===== config.mk =====
export PLATFORM = sky130hd
export DESIGN_NAME = vga_timing
export DESIGN_NICKNAME = d
export VERILOG_FILES = /design/src/rtl/vga_timing.sv
export SDC_FILE = /design/constraint.sdc
export NUM_CORES = 1
export LEC_CHECK = 0
export CAP_MARGIN = 20
export CORE_ASPECT_RATIO = 1.5
export CORE_MARGIN = 4
export CORE_UTILIZATION = 40
export DETAILED_ROUTE_END_ITERATION = 6
export GPL_TIMING_DRIVEN = 1
export PLACE_DENSITY = 0.75
export SLEW_MARGIN = 20
export SYNTH_ARGS = -nofsm -noshare
export SYNTH_HDL_FRONTEND = slang
export SYNTH_SLANG_ARGS = --single-unit

===== constraint.sdc =====
create_clock -name clk -period 2.7 [get_ports clk]
set_clock_uncertainty 0.15 [all_clocks]
set_input_delay 0.54 -clock clk [delete_from_list [all_inputs] [get_ports clk]]
set_output_delay 0.54 -clock clk [all_outputs]
set_load 0.05 [all_outputs]

===== src/rtl/vga_timing.sv =====
// vga_timing: free-running raster timing generator for 800x600 @ 60 Hz on a
// 40 MHz pixel clock. It produces the pixel/line counters plus sync, blanking
// and frame-start flags. The flags are all registered in the same cycle as the
// counters they describe, so downstream stages see them with no skew.
module vga_timing #(
  parameter int H_TOTAL       = 1056,
  parameter int V_TOTAL       = 628,
  parameter int H_BLANK_START = 800,
  parameter int V_BLANK_START = 600,
  parameter int H_SYNC_START  = 840,
  parameter int H_SYNC_STOP   = 968,
  parameter int V_SYNC_START  = 601,
  parameter int V_SYNC_STOP   = 605,
  parameter int CNT_W         = 11
) (
  input  logic             clk,
  input  logic             rst,
  input  logic             en,
  output logic [CNT_W-1:0] hcount,
  output logic [CNT_W-1:0] vcount,
  output logic             hsync,
  output logic             vsync,
  output logic             hblnk,
  output logic             vblnk,
  output logic             frame_start
);

  // Timing constants sized to the counter width so every compare is unsigned
  // and width-matched.
  localparam logic [CNT_W-1:0] H_LAST = CNT_W'(H_TOTAL - 1);
  localparam logic [CNT_W-1:0] V_LAST = CNT_W'(V_TOTAL - 1);
  localparam logic [CNT_W-1:0] H_BS   = CNT_W'(H_BLANK_START);
  localparam logic [CNT_W-1:0] V_BS   = CNT_W'(V_BLANK_START);
  localparam logic [CNT_W-1:0] H_SS   = CNT_W'(H_SYNC_START);
  localparam logic [CNT_W-1:0] H_SE   = CNT_W'(H_SYNC_STOP);
  localparam logic [CNT_W-1:0] V_SS   = CNT_W'(V_SYNC_START);
  localparam logic [CNT_W-1:0] V_SE   = CNT_W'(V_SYNC_STOP);

  logic [CNT_W-1:0] h_next;
  logic [CNT_W-1:0] v_next;
  logic             h_wrap;
  logic             v_wrap;
  logic             hsync_next;
  logic             vsync_next;
  logic             hblnk_next;
  logic             vblnk_next;
  logic             frame_wrap;

  // Next raster position. The counters only ever wrap on an exact terminal
  // match, so values at or above the totals are never produced.
  always_comb begin
    h_wrap = (hcount == H_LAST);
    v_wrap = (vcount == V_LAST);
    h_next = hcount + 1'b1;
    v_next = vcount;
    if (h_wrap) begin
      h_next = '0;
      v_next = v_wrap ? '0 : vcount + 1'b1;
    end
    frame_wrap = h_wrap && v_wrap;
  end

  // Flags decoded from the next position so they land with the counters.
  always_comb begin
    hblnk_next = (h_next >= H_BS);
    vblnk_next = (v_next >= V_BS);
    hsync_next = (h_next >= H_SS) && (h_next < H_SE);
    vsync_next = (v_next >= V_SS) && (v_next < V_SE);
  end

  // Output registers: advance on en, hold otherwise; frame_start is a
  // single-cycle pulse and never persists across a stalled cycle.
  always_ff @(posedge clk or posedge rst) begin
    if (rst) begin
      hcount      <= '0;
      vcount      <= '0;
      hsync       <= 1'b0;
      vsync       <= 1'b0;
      hblnk       <= 1'b0;
      vblnk       <= 1'b0;
      frame_start <= 1'b0;
    end else if (en) begin
      hcount      <= h_next;
      vcount      <= v_next;
      hsync       <= hsync_next;
      vsync       <= vsync_next;
      hblnk       <= hblnk_next;
      vblnk       <= vblnk_next;
      frame_start <= frame_wrap;
    end else begin
      frame_start <= 1'b0;
    end
  end

endmodule

# --- After elaboration in Yosys (flattened, before gate mapping) ---
# Index checks and enable logic that the tools add are counted.
totals:
  reg_bits: 27
  word_cells: 24
op_classes:
  addsub: 2
  magnitude_cmp: 6
  eq_ne: 2
  muxes: 4
  reduce_logical: 3
op_table:
  columns: ["cell", "n"]
  rows:
  - [">= comparator 11 x 10 -> 1 bit, second input constant", 4]
  - ["two-way mux 11 bit", 3]
  - ["adder 11 x 1 -> 11 bit, second input constant", 2]
  - ["less-than comparator 11 x 10 -> 1 bit, second input constant", 2]
  - ["equality test 11 x 10 -> 1 bit, second input constant", 1]
  - ["equality test 11 bit, second input constant", 1]
  - ["logical AND 1 bit", 3]
  - ["two-way mux 1 bit", 1]

# --- Longest topological paths before layout ---
# Gate-level depths: netlist (run 1).
depth:
  word_depth: 5
  ltp_mapped: 10
  ltp_nobuf: 8

# --- Worst setup path after synthesis (run 1) ---
# No wires, ideal clock.
synth_path:
  path_type: "register -> register"
  startpoint: "register vcount[0]"
  endpoint: "register vblnk"
  setup_ns: 0.126
  t_arrival_ns: 2.288
  t_required_ns: 2.424
  slack_ns: 0.136
  path_stages_with_launch: 9
  synth_period_minus_slack_ns: 2.564
  path_cell_list: "dfrtp_1 -> ha_1 -> and3_2 -> nand4_2 -> or3_2 -> nand2_1 -> nor4b_2 -> nor2b_1 -> o22ai_1"
synth_via:
  elab_chain_cells: 4
synth_rtl:
  columns: ["element", "line_no", "source"]
  rows:
  - ["start: declaration", "20", "output logic [CNT_W-1:0] vcount,"]
  - ["start signal: assignment", "84", "vcount <= v_next;"]
  - ["adder 11 x 1 -> 11 bit / equality test 11 x 10 -> 1 bit (equally long branches)", "58, 53", null]
  - ["two-way mux 11 bit", "58", "v_next = v_wrap ? '0 : vcount + 1'b1;"]
  - ["two-way mux 11 bit (*)", "56", "if (h_wrap) begin"]
  - [">= comparator 11 x 10 -> 1 bit (*)", "66", "vblnk_next = (v_next >= V_BS);"]
  - ["end signal: assignment", "88", "vblnk <= vblnk_next;"]
  - ["end: declaration", "24", "output logic vblnk,"]
# Every way passes the cells marked *; elsewhere a longest branch is shown, timed or not.
# A chain may end at the register's enable or synchronous reset.

# --- Final worst setup path (run 1) ---
# Same ends and word-level chain as after synthesis.

==> impl_metrics.yaml, run 1 <==
worst_setup_path:
  crit_path_end_kind: "register"
  crit_fanout: 8
  critical_path.reg2reg.startpoint: "vcount[0]$_DFFE_PP0P_"
  critical_path.startpoint: "vcount[0]$_DFFE_PP0P_"
  required_ns: 2.72
  start_kind: "register"
  critPathKind: "reg2reg"
  cp.arrival_ns: 2.59
global_route:
  grtUsageTotal_pct: 15.6
  grt_pass1_vias: 1588
  grt_start_max_net_pins: 28
  wire_length_of_the_first_global_routing_pass_mm: 7.10
  total_overflow_reported_by_the_global_router: 0
  antenna_found_initial: 0
timing:
  fin_worst_hold_slack_ns: 0.367
  finalWorstPathRequiredPeriod_ns: 2.57
  slew_viol_final: 0
  final.setup.worst_slack_ns: 0.133
  fin_crit_sh_pct: 95.1
  grt_setup_unrepaired: "no"
  setup-violations-final: 0
  report.final.hold_viol_count: 0
  tightestPinTransition_ns: 0.521
  slew-limit-headroom_pct: 65.2
  timing.setup.tns_ns: 0
  maxClockFrequency_mhz: 390
routing:
  route.final.wire_length_mm: 4.13
  detail_route.wl_per_cell_um: 15.2
  via_count: 1555
  drtPass1Iterations: 4
  vias_per_cell: 5.72
  drc: 0
  drt-initial-drc-count: 43
  ant_nets: 0
power:
  fin_total_pwr_mw: 1.37
  cellPowerDensity_nw_per_um2: 642
  cellLeakagePower_nw: 0.869
  ir_worst_vdd_mv: 0.383
die:
  ioPinCount: 30
  floorplan.die_area_um2: 5600
  die-height_um: 89.7
  initial_utilization_pct: 41.6
  die_w_um: 62.5
  coreArea_um2: 4280
  num_rows: 29
final_layout:
  final_cell_mix: "29 x sky130_fd_sc_hd__clkdlybuf4s50_1, 27 x sky130_fd_sc_hd__dfrtp_1, 23 x sky130_fd_sc_hd__nand2_1"
  final_core_utilization_pct: 49.9
  finalInstanceArea_um2: 2140
  antenna_cells: 0
  final_net_count: 232
  drive_gt1_share_pct: 11.1
  layout_commonest_cell: "sky130_fd_sc_hd__clkdlybuf4s50_1"
  cell_count_final_fillers_out: 272
  area_growth_pct: 20.2
yosys:
  yosys.area_share.adder_pct: 1.41
  synth_ff_type: "sky130_fd_sc_hd__dfrtp_1"
  synth_sequential_area_ratio_pct: 38.0
  netlist_instances: 198
  synth_compound_gate_area_share_pct: 14.2
  synth-xor-area-share_pct: 9.35
  syn_nets: 203
  async_flop_share_pct: 100
  synth_area_um2: 1780
  ys.warnings.count: 0
  yosys.area_share.simple_pct: 27.6
  synth-edff-count: 0
  number_of_library_cell_types_mapped_by_synthesis: 47
  synthesis.area_per_instance_um2: 8.99
  synth_top_family_by_area: "simple AND/OR/NAND/NOR gates"
  post_synthesis_mux_area_share_pct: 2.53
  synth.ff_latch_count: 27
clock_tree:
  post-cts-setup-buffer-count: 0
  cts_tree: "done"
  post_cts_resize_count: 0
  clock_path_buffers: 2
  clockRootBuffer: "sky130_fd_sc_hd__clkbuf_8"
  clock_slew_seen_by_the_registers_of_the_worst_setup_and_hold_paths_ns: 0.10
  holdBufCountCts: 0
  numClockSinks: 27
  cts-htree-levels: 1
  clock_latency_ns: 0.28
  cts_made_buffers: 3
placement:
  place_inst: 268
  port-buffer-count: 29
  detailed_place_hpwl_mm: 3.08
  detailed_place.area_um2: 2090
  placement.setup.worst_slack_ns: 0.180
  place_congestion: 0.874
outcome:
  run_status: "completed"
flow_run:
  max-cap-violations: 0
hold_path:
  hold_path_startpoint: "hsync$_DFFE_PP0P_"
  min-delay-path-class: "reg2reg"
-- per-layer routing --
metal | up-vias | part of all wire (%) | GRT usage [%] | routed length (um)
met2 | 34 | 51 | 29.8 | 2090
met1 | 757 | 44 | 17.8 | 1820
met3 | 6 | 3.6 | 1.99 | 148
met4 | 0 | 1.7 | 6.43 | 72
met5 | - | 0 | 0 | 0
li1 | 758 | - | - | -
-- power breakdown --
part | leakage (nW) | internal (mW) | switching (mW)
Combinational | 0.487 | 0.207 | 0.366
Sequential | 0.360 | 0.462 | 0.100
Clock | 0.0217 | 0.105 | 0.133
-- final timing paths --
check	end	cells past startpoint	slack, ns
min in group asynchronous	hcount[6]$_DFFE_PP0P_	3	0.46
worst min-delay path	hsync$_DFFE_PP0P_	1	0.37
worst max-delay path	vblnk$_DFFE_PP0P_	8	0.13
max in group asynchronous	hcount[8]$_DFFE_PP0P_	3	1.67
worst min register to register	hsync$_DFFE_PP0P_	1	0.37
worst max register to register	vblnk$_DFFE_PP0P_	8	0.13
-- layout make-up --
type / instances / area, um2
timing repair buffer: 38 / 358
clock buffer: 3 / 41.3
multi-input combinational: 152 / 980
inverter: 5 / 18.8
fill: 428 / 2140
clock inverter: 1 / 7.51
tap: 46 / 57.6
sequential: 27 / 676
-- registers in the layout, indices dropped and copies added, names as in the netlist --
signal / cells
frame_start: 1
hsync: 1
vsync: 1
vblnk: 1
hcount: 11
vcount: 11
hblnk: 1
-- cells by family after synthesis --
| logic type | after synthesis |
|---|---|
| simple gates | 88 |
| compound gates | 39 |
| flops | 27 |
| xor+xnor | 19 |
| buf+inv | 19 |
| mux | 4 |
| fa+ha+maj | 2 |
-- Yosys cell counts (2+ instances only) --
| cell | number | area [um2] |
|---|---|---|
| sky130_fd_sc_hd__a21oi_1 | 7 | 35.0 |
| sky130_fd_sc_hd__a22o_1 | 3 | 26.3 |
| sky130_fd_sc_hd__and3_1 | 3 | 18.8 |
| sky130_fd_sc_hd__buf_2 | 2 | 10.0 |
| sky130_fd_sc_hd__buf_4 | 8 | 60.1 |
| sky130_fd_sc_hd__buf_6 | 2 | 22.5 |
| sky130_fd_sc_hd__dfrtp_1 | 27 | 676 |
| sky130_fd_sc_hd__ha_1 | 2 | 25.0 |
| sky130_fd_sc_hd__inv_1 | 5 | 18.8 |
| sky130_fd_sc_hd__mux2_2 | 4 | 45.0 |
| sky130_fd_sc_hd__nand2_1 | 23 | 86.3 |
| sky130_fd_sc_hd__nand3_1 | 11 | 55.1 |
| sky130_fd_sc_hd__nand4_1 | 5 | 31.3 |
| sky130_fd_sc_hd__nor2_1 | 18 | 67.6 |
| sky130_fd_sc_hd__nor2b_1 | 4 | 25.0 |
| sky130_fd_sc_hd__nor3_1 | 6 | 30.0 |
| sky130_fd_sc_hd__o21ai_0 | 13 | 65.1 |
| sky130_fd_sc_hd__o31ai_1 | 7 | 52.6 |
| sky130_fd_sc_hd__or3_1 | 3 | 18.8 |
| sky130_fd_sc_hd__xnor2_1 | 13 | 114 |
| sky130_fd_sc_hd__xor2_1 | 6 | 52.6 |
-- critical path, cell delays in order (launching register included) --
cell	delay (ns)
sky130_fd_sc_hd__dfrtp_1	0.51
sky130_fd_sc_hd__ha_1	0.32
sky130_fd_sc_hd__and3_2	0.24
sky130_fd_sc_hd__nand4_2	0.25
sky130_fd_sc_hd__or3_2	0.54
sky130_fd_sc_hd__nand2_1	0.15
sky130_fd_sc_hd__nor4b_2	0.08
sky130_fd_sc_hd__nor2b_1	0.14
sky130_fd_sc_hd__o22ai_1	0.08
No activity file was read; power rests on OpenSTA's default activity.
==> inputs of run 2 (changes only) <==
--- a/config.mk
+++ b/config.mk
@@ -12,6 +12,7 @@
 export DETAILED_ROUTE_END_ITERATION = 6
 export GPL_TIMING_DRIVEN = 1
 export PLACE_DENSITY = 0.75
+export RECOVER_POWER = 25
 export SLEW_MARGIN = 20
 export SYNTH_ARGS = -nofsm -noshare
 export SYNTH_HDL_FRONTEND = slang
==> run 2 against run 1 <==
Compared with the run above: flip-flop and latch count unchanged; clock power about the same; worst setup slack got worse by 0.0082 ns; critical path type unchanged; register-to-register slack about the same; critical path depth unchanged; via count increased by 0.32%; first-iteration DRC count increased by 42%; largest cell class unchanged; wire length decreased by 0.44%; combinational power about the same; cell area decreased by 0.18%.
==> impl_metrics.yaml, run 2 (synthesis gave the netlist of run 1 again) <==
die:
  floorplan.die_area_um2: 5600
  initial_utilization_pct: 41.6
  die_w_um: 62.5
  die-height_um: 89.7
  num_rows: 29
  coreArea_um2: 4280
  ioPinCount: 30
timing:
  setup-violations-final: 0
  maxClockFrequency_mhz: 388
  slew_viol_final: 0
  final.setup.worst_slack_ns: 0.125
  tightestPinTransition_ns: 1.46
  fin_crit_sh_pct: 95.4
  grt_setup_unrepaired: "no"
  report.final.hold_viol_count: 0
  slew-limit-headroom_pct: 2.81
  finalWorstPathRequiredPeriod_ns: 2.57
  fin_worst_hold_slack_ns: 0.366
  timing.setup.tns_ns: 0
routing:
  drtPass1Iterations: 4
  route.final.wire_length_mm: 4.11
  ant_nets: 0
  drt-initial-drc-count: 61
  vias_per_cell: 5.74
  via_count: 1560
  drc: 0
  detail_route.wl_per_cell_um: 15.1
hold_path:
  min-delay-path-class: "reg2reg"
  whs_path_depth: 1
  hold_path_startpoint: "hsync$_DFFE_PP0P_"
  min_to: "hsync$_DFFE_PP0P_"
global_route:
  grt_start_max_net_pins: 28
  grtUsageTotal_pct: 15.6
  wire_length_of_the_first_global_routing_pass_mm: 7.10
  total_overflow_reported_by_the_global_router: 0
  grt_pass1_vias: 1588
  antenna_found_initial: 0
outcome:
  run_status: "completed"
power:
  fin_total_pwr_mw: 1.37
  cellPowerDensity_nw_per_um2: 642
  ir_worst_vdd_mv: 0.383
  cellLeakagePower_nw: 0.865
worst_setup_path:
  required_ns: 2.72
  crit_fanout: 8
  worst_r2r_endpoint: "vblnk$_DFFE_PP0P_"
  cp.arrival_ns: 2.59
  start_kind: "register"
  ff2ff_path_depth: 8
  critPathKind: "reg2reg"
  critical_path.reg2reg.startpoint: "vcount[0]$_DFFE_PP0P_"
  crit_path_end_kind: "register"
  rrSetupSlack_ns: 0.13
placement:
  place_congestion: 0.874
  placement.setup.worst_slack_ns: 0.180
  detailed_place_hpwl_mm: 3.08
  place_inst: 268
  port-buffer-count: 29
final_layout:
  final.fill_count: 428
  drive_gt1_share_pct: 10.6
  layout_commonest_cell: "sky130_fd_sc_hd__clkdlybuf4s50_1"
  area_growth_pct: 20.0
  antenna_cells: 0
  final_net_count: 232
  cell_count_final_fillers_out: 272
  final_cell_mix: "28 x sky130_fd_sc_hd__clkdlybuf4s50_1, 27 x sky130_fd_sc_hd__dfrtp_1, 23 x sky130_fd_sc_hd__nand2_1"
  layout_top_registers: "hcount: 11 flops, vcount: 11 flops"
clock_tree:
  clock_path_buffers: 2
  clockRootBuffer: "sky130_fd_sc_hd__clkbuf_8"
  cts_made_buffers: 3
  post_cts_resize_count: 0
  numClockSinks: 27
  post-cts-setup-buffer-count: 0
  holdBufCountCts: 0
  cts-htree-levels: 1
  clock_slew_seen_by_the_registers_of_the_worst_setup_and_hold_paths_ns: 0.10
  cts_tree: "done"
  clock_latency_ns: 0.28
flow_run:
  max-cap-violations: 0
==> run 2: cell types whose count changed in the layout (fill, tap and decap cells not counted), sizes merged <==
| cell | delta |
|---|---|
| clkbuf | +1 |
| clkdlybuf4s50 | -1 |
| dlygate4sd3 | +1 |
| buf | -1 |
==> run 2: layout make-up <==
cell class / count / area (um2) / share of cell area (%)
timing repair buffer: 38 / 354 / 16.6
clock buffer: 3 / 41.3 / 1.93
tap: 46 / 57.6 / 2.70
clock inverter: 1 / 7.51 / 0.352
sequential: 27 / 676 / 31.7
inverter: 5 / 18.8 / 0.879
multi-input combinational: 152 / 980 / 45.9
==> run 2: stage by stage <==
step	instance area [um2]	utilization [%]
CTS	2140	49.9
global placement	2090	48.8
floorplan	1780	-
detailed placement	2090	48.8
global route	2130	49.9
finish	2130	49.9
==> run 2: worst max-delay path by stage <==
stage	startpoint	end	slack, ns	cells past startpoint
2_1_floorplan	vcount[0]$_DFFE_PP0P_	vblnk$_DFFE_PP0P_	0.14	8
3_3_place_gp	vcount[0]$_DFFE_PP0P_	vblnk$_DFFE_PP0P_	0.18	8
3_5_place_dp	vcount[0]$_DFFE_PP0P_	vblnk$_DFFE_PP0P_	0.18	8
4_1_cts	vcount[0]$_DFFE_PP0P_	vblnk$_DFFE_PP0P_	0.16	8
5_1_grt	vcount[0]$_DFFE_PP0P_	vblnk$_DFFE_PP0P_	0.005	8
6_report	vcount[0]$_DFFE_PP0P_	vblnk$_DFFE_PP0P_	0.13	8
==> run 2: power by group <==
part	switching [mW]	internal, mW	total [mW]	leakage (nW)
combinational	0.366	0.206	0.572	0.483
clock	0.131	0.105	0.236	0.0217
sequential	0.100	0.462	0.562	0.360
total	0.597	0.773	1.37	0.865
==> run 2: critical path: stages (launching register included) <==
cell and delay [ns]:
sky130_fd_sc_hd__dfrtp_1 0.51, sky130_fd_sc_hd__ha_1 0.32, sky130_fd_sc_hd__and3_2 0.24, sky130_fd_sc_hd__nand4_2 0.26
sky130_fd_sc_hd__or3_2 0.54, sky130_fd_sc_hd__nand2_1 0.15, sky130_fd_sc_hd__nor4b_2 0.08, sky130_fd_sc_hd__nor2b_1 0.14
sky130_fd_sc_hd__o22ai_1 0.08
==> run 2: routing by layer <==
layer | global-route usage, % | vias up | routed length (um)
met5 | 0 | - | 0
li1 | - | 761 | -
met3 | 1.99 | 6 | 165
met4 | 6.43 | 0 | 72
met2 | 29.8 | 42 | 2080
met1 | 17.8 | 751 | 1780
==> inputs of run 3 (changes only) <==
--- a/config.mk
+++ b/config.mk
@@ -5,7 +5,6 @@
 export SDC_FILE = /design/constraint.sdc
 export NUM_CORES = 1
 export LEC_CHECK = 0
-export CAP_MARGIN = 20
 export CORE_ASPECT_RATIO = 1.5
 export CORE_MARGIN = 4
 export CORE_UTILIZATION = 40
==> results of run 3 <==
The final DEF is identical to that of run 2; final timing and power are the same.
